[src/rtl/pkt_reader.sv]
// Descriptor-driven packet reader: walks a ring buffer from a start address
// and streams the words out with sop/eop framing and ready/valid handshake.
module pkt_reader #(
  parameter int pBITS   = 8,
  parameter int pDEPTH  = 3072,
  parameter int pADDR_W = 12,
  parameter int pLEN_W  = 13
) (
  input  logic               iclk,
  input  logic               irst,
  input  logic               idesc_valid,
  output logic               odesc_ready,
  input  logic [pADDR_W-1:0] idesc_addr,
  input  logic [pLEN_W-1:0]  idesc_len,
  output logic [pADDR_W-1:0] or_addr,
  input  logic [pBITS-1:0]   ir_data,
  output logic [pBITS-1:0]   odata,
  output logic               ovalid,
  output logic               osop,
  output logic               oeop,
  input  logic               iready,
  output logic               oerr,
  output logic [15:0]        opkt_cnt
);

  typedef enum logic [1:0] {IDLE, STREAM, DRAIN} state_t;

  localparam logic [31:0] DEPTH_U = 32'(pDEPTH);

  state_t             state, state_nxt;
  logic [pADDR_W-1:0] ptr;
  logic [pLEN_W-1:0]  rem;
  logic               first;
  logic               desc_take, desc_bad, load, take_eop;

  // Ring depth need not be a power of two, so wrap by explicit compare.
  function automatic logic [pADDR_W-1:0] ptr_inc(input logic [pADDR_W-1:0] p);
    if (32'(p) == DEPTH_U - 32'd1) return '0;
    return p + pADDR_W'(1);
  endfunction

  assign odesc_ready = (state == IDLE) && !irst;
  assign or_addr     = ptr;

  always_comb begin
    desc_take = (state == IDLE) && idesc_valid;
    desc_bad  = (idesc_len == '0) || (32'(idesc_len) > DEPTH_U) ||
                (32'(idesc_addr) >= DEPTH_U);
    load      = (state == STREAM) && (!ovalid || iready);
    take_eop  = ovalid && iready && oeop;
    state_nxt = state;
    case (state)
      IDLE:    if (desc_take && !desc_bad) state_nxt = STREAM;
      STREAM:  if (load && rem == pLEN_W'(1)) state_nxt = DRAIN;
      DRAIN:   if (take_eop) state_nxt = IDLE;
      default: state_nxt = IDLE;
    endcase
  end

  always_ff @(posedge iclk) begin
    if (irst) state <= IDLE;
    else      state <= state_nxt;
  end

  // Single output register stage: refilled whenever empty or being drained.
  always_ff @(posedge iclk) begin
    if (irst) begin
      ptr      <= '0;
      rem      <= '0;
      first    <= 1'b0;
      odata    <= '0;
      ovalid   <= 1'b0;
      osop     <= 1'b0;
      oeop     <= 1'b0;
      oerr     <= 1'b0;
      opkt_cnt <= '0;
    end else begin
      oerr <= 1'b0;
      if (desc_take) begin
        if (desc_bad) begin
          oerr <= 1'b1;
        end else begin
          ptr   <= idesc_addr;
          rem   <= idesc_len;
          first <= 1'b1;
        end
      end
      if (load) begin
        odata  <= ir_data;
        ovalid <= 1'b1;
        osop   <= first;
        oeop   <= (rem == pLEN_W'(1));
        ptr    <= ptr_inc(ptr);
        rem    <= rem - pLEN_W'(1);
        first  <= 1'b0;
      end else if (ovalid && iready) begin
        ovalid <= 1'b0;
        osop   <= 1'b0;
        oeop   <= 1'b0;
      end
      if (take_eop) opkt_cnt <= opkt_cnt + 16'd1;
    end
  end

endmodule

[config.mk]
export PLATFORM = sky130hd
export DESIGN_NAME = pkt_reader
export DESIGN_NICKNAME = d
export VERILOG_FILES = /design/src/rtl/pkt_reader.sv
export SDC_FILE = /design/constraint.sdc
export NUM_CORES = 1
export LEC_CHECK = 0
export CAP_MARGIN = 20
export CORE_MARGIN = 2
export CORE_UTILIZATION = 49
export DETAILED_ROUTE_END_ITERATION = 10
export PLACE_DENSITY = 0.81
export SLEW_MARGIN = 20
export SYNTH_ARGS = -nofsm -noshare
export SYNTH_HDL_FRONTEND = slang
export SYNTH_SLANG_ARGS = --single-unit
export TNS_END_PERCENT = 5
[constraint.sdc]
create_clock -name iclk -period 2 [get_ports iclk]
set_input_delay 0.4 -clock iclk [delete_from_list [all_inputs] [get_ports iclk]]
set_output_delay 0.4 -clock iclk [all_outputs]
set_load 0.02 [all_outputs]
# Word level (Yosys, flattened, before mapping)
# Cells that the tools add are included.
[totals] ff_bits=56 inputBits=37 output_inout_bits=41
[classes] add_sub_neg=3 n_lt_le_gt_ge=2 n_eq_ne=8 n_mux=20 n_bitwise=2 reduce_logical=22
[ops] operator="12-bit 2-to-1 mux" count=5
[ops] operator="13-bit 2-to-1 mux" count=3
[ops] operator="16-bit by 1-bit adder with 16-bit output (second input constant)" count=1
[ops] operator="13-bit by 1-bit equality test with 1-bit output (second input constant)" count=1
[ops] operator="13-bit by 12-bit > comparator with 1-bit output (second input constant)" count=1
[ops] operator="13-bit zero test" count=1
[ops] operator="13-bit by 1-bit subtractor with 13-bit output (second input constant)" count=1
[ops] operator="12-bit by 1-bit adder with 12-bit output (second input constant)" count=1
[ops] operator="12-bit equality test (second input constant)" count=1
[ops] operator="12-bit greater-or-equal comparator (second input constant)" count=1
[ops] operator="1-bit 2-to-1 mux" count=8
[ops] operator="1-bit logical AND" count=7
[ops] operator="2-bit 2-to-1 mux" count=3
[ops] operator="2-bit by 1-bit != test with 1-bit output (second input constant)" count=3
[ops] operator="2-bit one-hot mux with 3 select lines" count=1
[ops] operator="2-bit AND reduction" count=2
[ops] operator="2-bit nonzero test" count=2
[ops] operator="2-bit OR reduction" count=2
[ops] operator="1-bit zero test" count=3
[ops] operator="1-bit logical OR" count=3
[ops] operator="3-bit AND reduction" count=1
[ops] operator="2-bit by 1-bit equality test with 1-bit output (second input constant)" count=1
[ops] operator="2-bit equality test (second input constant)" count=1
[ops] operator="2-bit zero test" count=1
[ops] operator="other kinds (2)" count=3

# Depth between registers and ports, before layout
[depth] ltp_word=7 mapped_depth=7 mapped_depth_nobuf=7

# Least setup slack after synthesis
# No wires, ideal clock.
[synth_timing] path_type="input-to-reg" start="input idesc_len[5]" end="register rem[3]" setup_ps=119 arrival_time_ps=1728 path_slack_ps=154 cell_stages=6 n_path_buf=1 path_cell_list="nor4_2 > nand3_1 > a221oi_4 > nand2_2 > buf_6 > o221a_2"
[synth_between] elab_chain_len=5 elab_cells_between_ends=6 classes_between="order compare: 1; eq/ne: 1; reduce/logical: 4"
[synth_rtl] element="from (decl)" line_no="14" text="input logic [pLEN_W-1:0] idesc_len,"
[synth_rtl] element="13-bit by 12-bit > comparator with 1-bit output or 13-bit zero test (tied branches)" line_no="47" text="desc_bad = (idesc_len == '0) || (32'(idesc_len) > DEPTH_U) ||"
[synth_rtl] element="1-bit logical OR * (2 in a row)" line_no="47"
[synth_rtl] element="2-bit by 1-bit != test with 1-bit output (no source line) *"
[synth_rtl] element="2-bit AND reduction (no source line) *"
[synth_rtl] element="to (signal assigned)" line_no="84" text="rem <= idesc_len;"
[synth_rtl] element="to (signal assigned)" line_no="94" text="rem <= rem - pLEN_W'(1);"
[synth_rtl] element="to (decl)" line_no="32" text="logic [pLEN_W-1:0] rem;"
# Every way passes the cells marked *; elsewhere a longest branch is shown, timed or not.
# A chain may end at the register's enable or synchronous reset.

# Worst setup path after layout
[layout_timing] start="input idesc_len[9]" end="register ptr[9], in the netlist or_addr[9]"
[layout_between] elab_chain_len=5 elab_cells_between_ends=6 classes_between="order compare: 1; eq/ne: 1; reduce/logical: 4"
[layout_rtl] element="13-bit by 12-bit > comparator with 1-bit output or 13-bit zero test (tied branches)" line_no="47"
[layout_rtl] element="1-bit logical OR * (2 in a row)" line_no="47"
[layout_rtl] element="2-bit by 1-bit != test with 1-bit output (no source line) *"
[layout_rtl] element="2-bit AND reduction (no source line) *"
[layout_rtl] element="to (signal assigned)" line_no="83" text="ptr <= idesc_addr;"
[layout_rtl] element="to (signal assigned)" line_no="93" text="ptr <= ptr_inc(ptr);"
[layout_rtl] element="to (decl)" line_no="31" text="logic [pADDR_W-1:0] ptr;"
# Marked as above.

==> flow_metrics.env <==
export IMPL_status="complete, no violations"
export IMPL_met1Wirelength_um=3450
export IMPL_grt_overflow_total=0
export IMPL_yosys_top_cells_count="dfxtp_1, nor2_1, nand2_1"
export IMPL_ys_flop_type="dfxtp_1"
export IMPL_met3WireLength_um=466
export IMPL_placementRows=28
export IMPL_ys_seq_area_frac=0.384
export IMPL_multi_input_area_mm2=0.00176
export IMPL_synth_area_mm2=0.00292
export IMPL_cts_root_buf="clkbuf_8"
export IMPL_report_final_hold_viol_count=0
export IMPL_power_mw=2.51
export IMPL_register_area_mm2=0.00112
export IMPL_async_reset_ff_frac=0
export IMPL_pwr_share_clk=0.253
export IMPL_ys_ff_latch=56
export IMPL_comb_power_share=0.258
export IMPL_numCtsBuffers=5
export IMPL_die_w_um=81.2
export IMPL_grt_pass1_wl_um=13400
export IMPL_critPathKind="in2reg"
export IMPL_critPathLaunchType="input port"
export IMPL_cts_sinks=56
export IMPL_core_area_mm2=0.00585
export IMPL_yosysMostFrequentCell="dfxtp_1"
export IMPL_cts_clk_slew_worst_paths_ps=100
export IMPL_ir_drop_v=0.000396
export IMPL_finalCriticalPeriod_ps=2000
export IMPL_io_pins=78
export IMPL_syn_nets=386
export IMPL_yosys_area_top_type="dfxtp_1"
export IMPL_drt_iter0_drc=287
export IMPL_placed_area_mm2=0.00399
export IMPL_antenna_diode_count=0
export IMPL_rsz0062_at_grt="true"
export IMPL_vias=3138
export IMPL_syn_avg_cell_area_um2=8.46
export IMPL_route_met2_wl_um=4150
export IMPL_p_leak_nw=1.56
export IMPL_drv_cap=0
export IMPL_die_area_mm2=0.00659
export IMPL_synth_edf_count=0
export IMPL_hold_path_class="in2reg"
export IMPL_grt_pass1_vias=2993
export IMPL_worstHoldStart="idesc_len[2]"
export IMPL_synth_top_area_frac=0.384
export IMPL_p_sw_mw=0.773
export IMPL_cts_max_path_buffers=2
export IMPL_grt_use_total=0.254
export IMPL_routed_wl_um=8230
export IMPL_avgViaCountPerCell=6.01
export IMPL_power_share_switching=0.307
export IMPL_numPortBuffers=77
export IMPL_crit_arrival_ps=2140
export IMPL_fillerInstances=445
export IMPL_grt_start_max_net_pins=60
export IMPL_syn_inst=345
export IMPL_final_design_area_no_fill_mm2=0.00419
export IMPL_dpl_hpwl_um=5760
export IMPL_synth_cell_types=57
export IMPL_cp_end_kind="flip-flop"
export IMPL_p_int_mw=1.74
export IMPL_drive_gt1_frac=0.163
export IMPL_tightest_slew_ps=648
export IMPL_synth_area_top_cells="dfxtp_1, nor2_1, nand2_1"
export IMPL_worstPathRequired_ps=2150
export IMPL_post_route_drc_count=0
export IMPL_first_pass_iters=6
export IMPL_rrSetupSlack_ps=40
export IMPL_setup_viol_count_final=0
export IMPL_hold_buffers=0
export IMPL_max_stage_delay_ps=460
export IMPL_power_frac_seq=0.489
export IMPL_finalCritPeriodShare=0.998
export IMPL_timing_rr_start="or_addr[0]"
export IMPL_worst_path_max_fanout=9
export IMPL_start_util=0.499
export IMPL_slew_headroom=0.568
export IMPL_max_freq_mhz=501
export IMPL_ys_warn_count=0
export IMPL_ant_nets=0
export IMPL_fin_skew_ps=8.08
export IMPL_antenna_found_initial=0
export IMPL_h_tree_depth=2
export IMPL_die_height_um=81.2
export IMPL_wl_per_cell_um=15.8
export IMPL_cts_tree="done"
export IMPL_final_nets=487
export IMPL_slowest_stage="clkdlybuf4s50_1"
export IMPL_slew_viol_final=0
export IMPL_syn_to_final_growth_pct=43.6
export IMPL_gp_congestion=0.876
export IMPL_clock_latency_ps=310
export IMPL_crit_chain="clkdlybuf4s50_1 -> nor4_4 -> nand3_4 -> a221o_1 -> buf_6 -> o21ai_0 -> o311ai_0"
export IMPL_crit_start="idesc_len[9]"
export IMPL_power_density_mw_per_mm2=600
export IMPL_dr_max_layer_used="met4"
placed cells by master, fill, tap and decap left out, types with 4 or more instances in the layout:
cell type,instances
nand4_1,9
o21ai_0,6
ha_1,4
nor2b_1,6
dlygate4sd2_1,7
a31oi_1,14
dfxtp_1,56
and3_1,9
a21oi_1,23
nand3_1,18
o211ai_1,9
a2111oi_2,4
nor2_1,33
nor3_1,10
a211oi_1,4
clkdlybuf4s50_1,65
buf_4,37
nand2_1,32
dlymetal6s2s_1,4
clkbuf_8,5
xnor2_1,6
o31a_1,5
xor2_1,12
layout make-up:
type,instances,share of cell area
flip-flops and latches,56,0.268
multi-input cells,262,0.420
inverters,2,0.00179
well taps,75,0.0224
clock inverters,2,0.00388
repair buffers,119,0.267
clock buffers,6,0.0173
worst paths after layout:
| path | cells past startpoint | to |
|---|---|---|
| worst max-delay path | 7 | or_addr[9] |
| worst min-delay path | 3 | rem[2] |
| worst max register to register | 6 | or_addr[9] |
| worst min register to register | 2 | odata[0] |
critical path, delay by kind of cell:
kind	cells	cell delay [ps]
and+or+nand+nor	2	350
buffers and inverters	2	620
AOI/OAI and AO/OA	3	760
power groups by stage:
stage | clock network, mW | registers, mW | logic (mW)
finish | 0.636 | 1.23 | 0.649
global route | 0.687 | 1.24 | 0.698
CTS | 0.641 | 1.23 | 0.638
detailed placement | 0 | 1.25 | 0.617
global placement | 0 | 1.25 | 0.605
floorplan | 0 | 1.27 | 0.302
routing by layer:
| layer | track usage | vias up |
|---|---|---|
| met5 | 0 | - |
| met4 | 0.0966 | 0 |
| met3 | 0.0378 | 20 |
| met2 | 0.444 | 139 |
| met1 | 0.315 | 1483 |
| li1 | - | 1496 |
cell families (layout without fill, tap and decap cells):
logic type	Yosys count	in the layout	synth area share
flops	56	56	0.384
mux	3	3	0.0111
compound gates	88	88	0.227
fa+ha+maj	4	4	0.0172
xor+xnor	18	18	0.0540
buf+inv	27	129	0.0399
simple gates	149	149	0.266
sequential cells by signal, summed over array words and instances, names as in the netlist, 2 cells and up:
register / flops
odata: 8
or_addr: 12
opkt_cnt: 16
state: 2
rem: 13
per-stage QoR:
step                      setup WS (ps)  hold slack (ps)  setup TNS, ps  cells  utilization
final                              4.61              431              0    522        0.716
after global routing              -60.5              444          -74.5    522        0.716
after CTS                          4.70              461              0    522        0.712
after detailed placement           -394              445          -8770    511        0.681
after global placement             -343              443          -7640    511        0.681
after floorplan                     154              450              0    345            -
repair_timing:
item	CTS	global route
gates cloned	0	0
resized for setup	19	7
endpoints found under the setup margin	23	22
buffers inserted	3	0
pin swaps	8	4
Note: power is estimated with default switching activity, not from simulation.
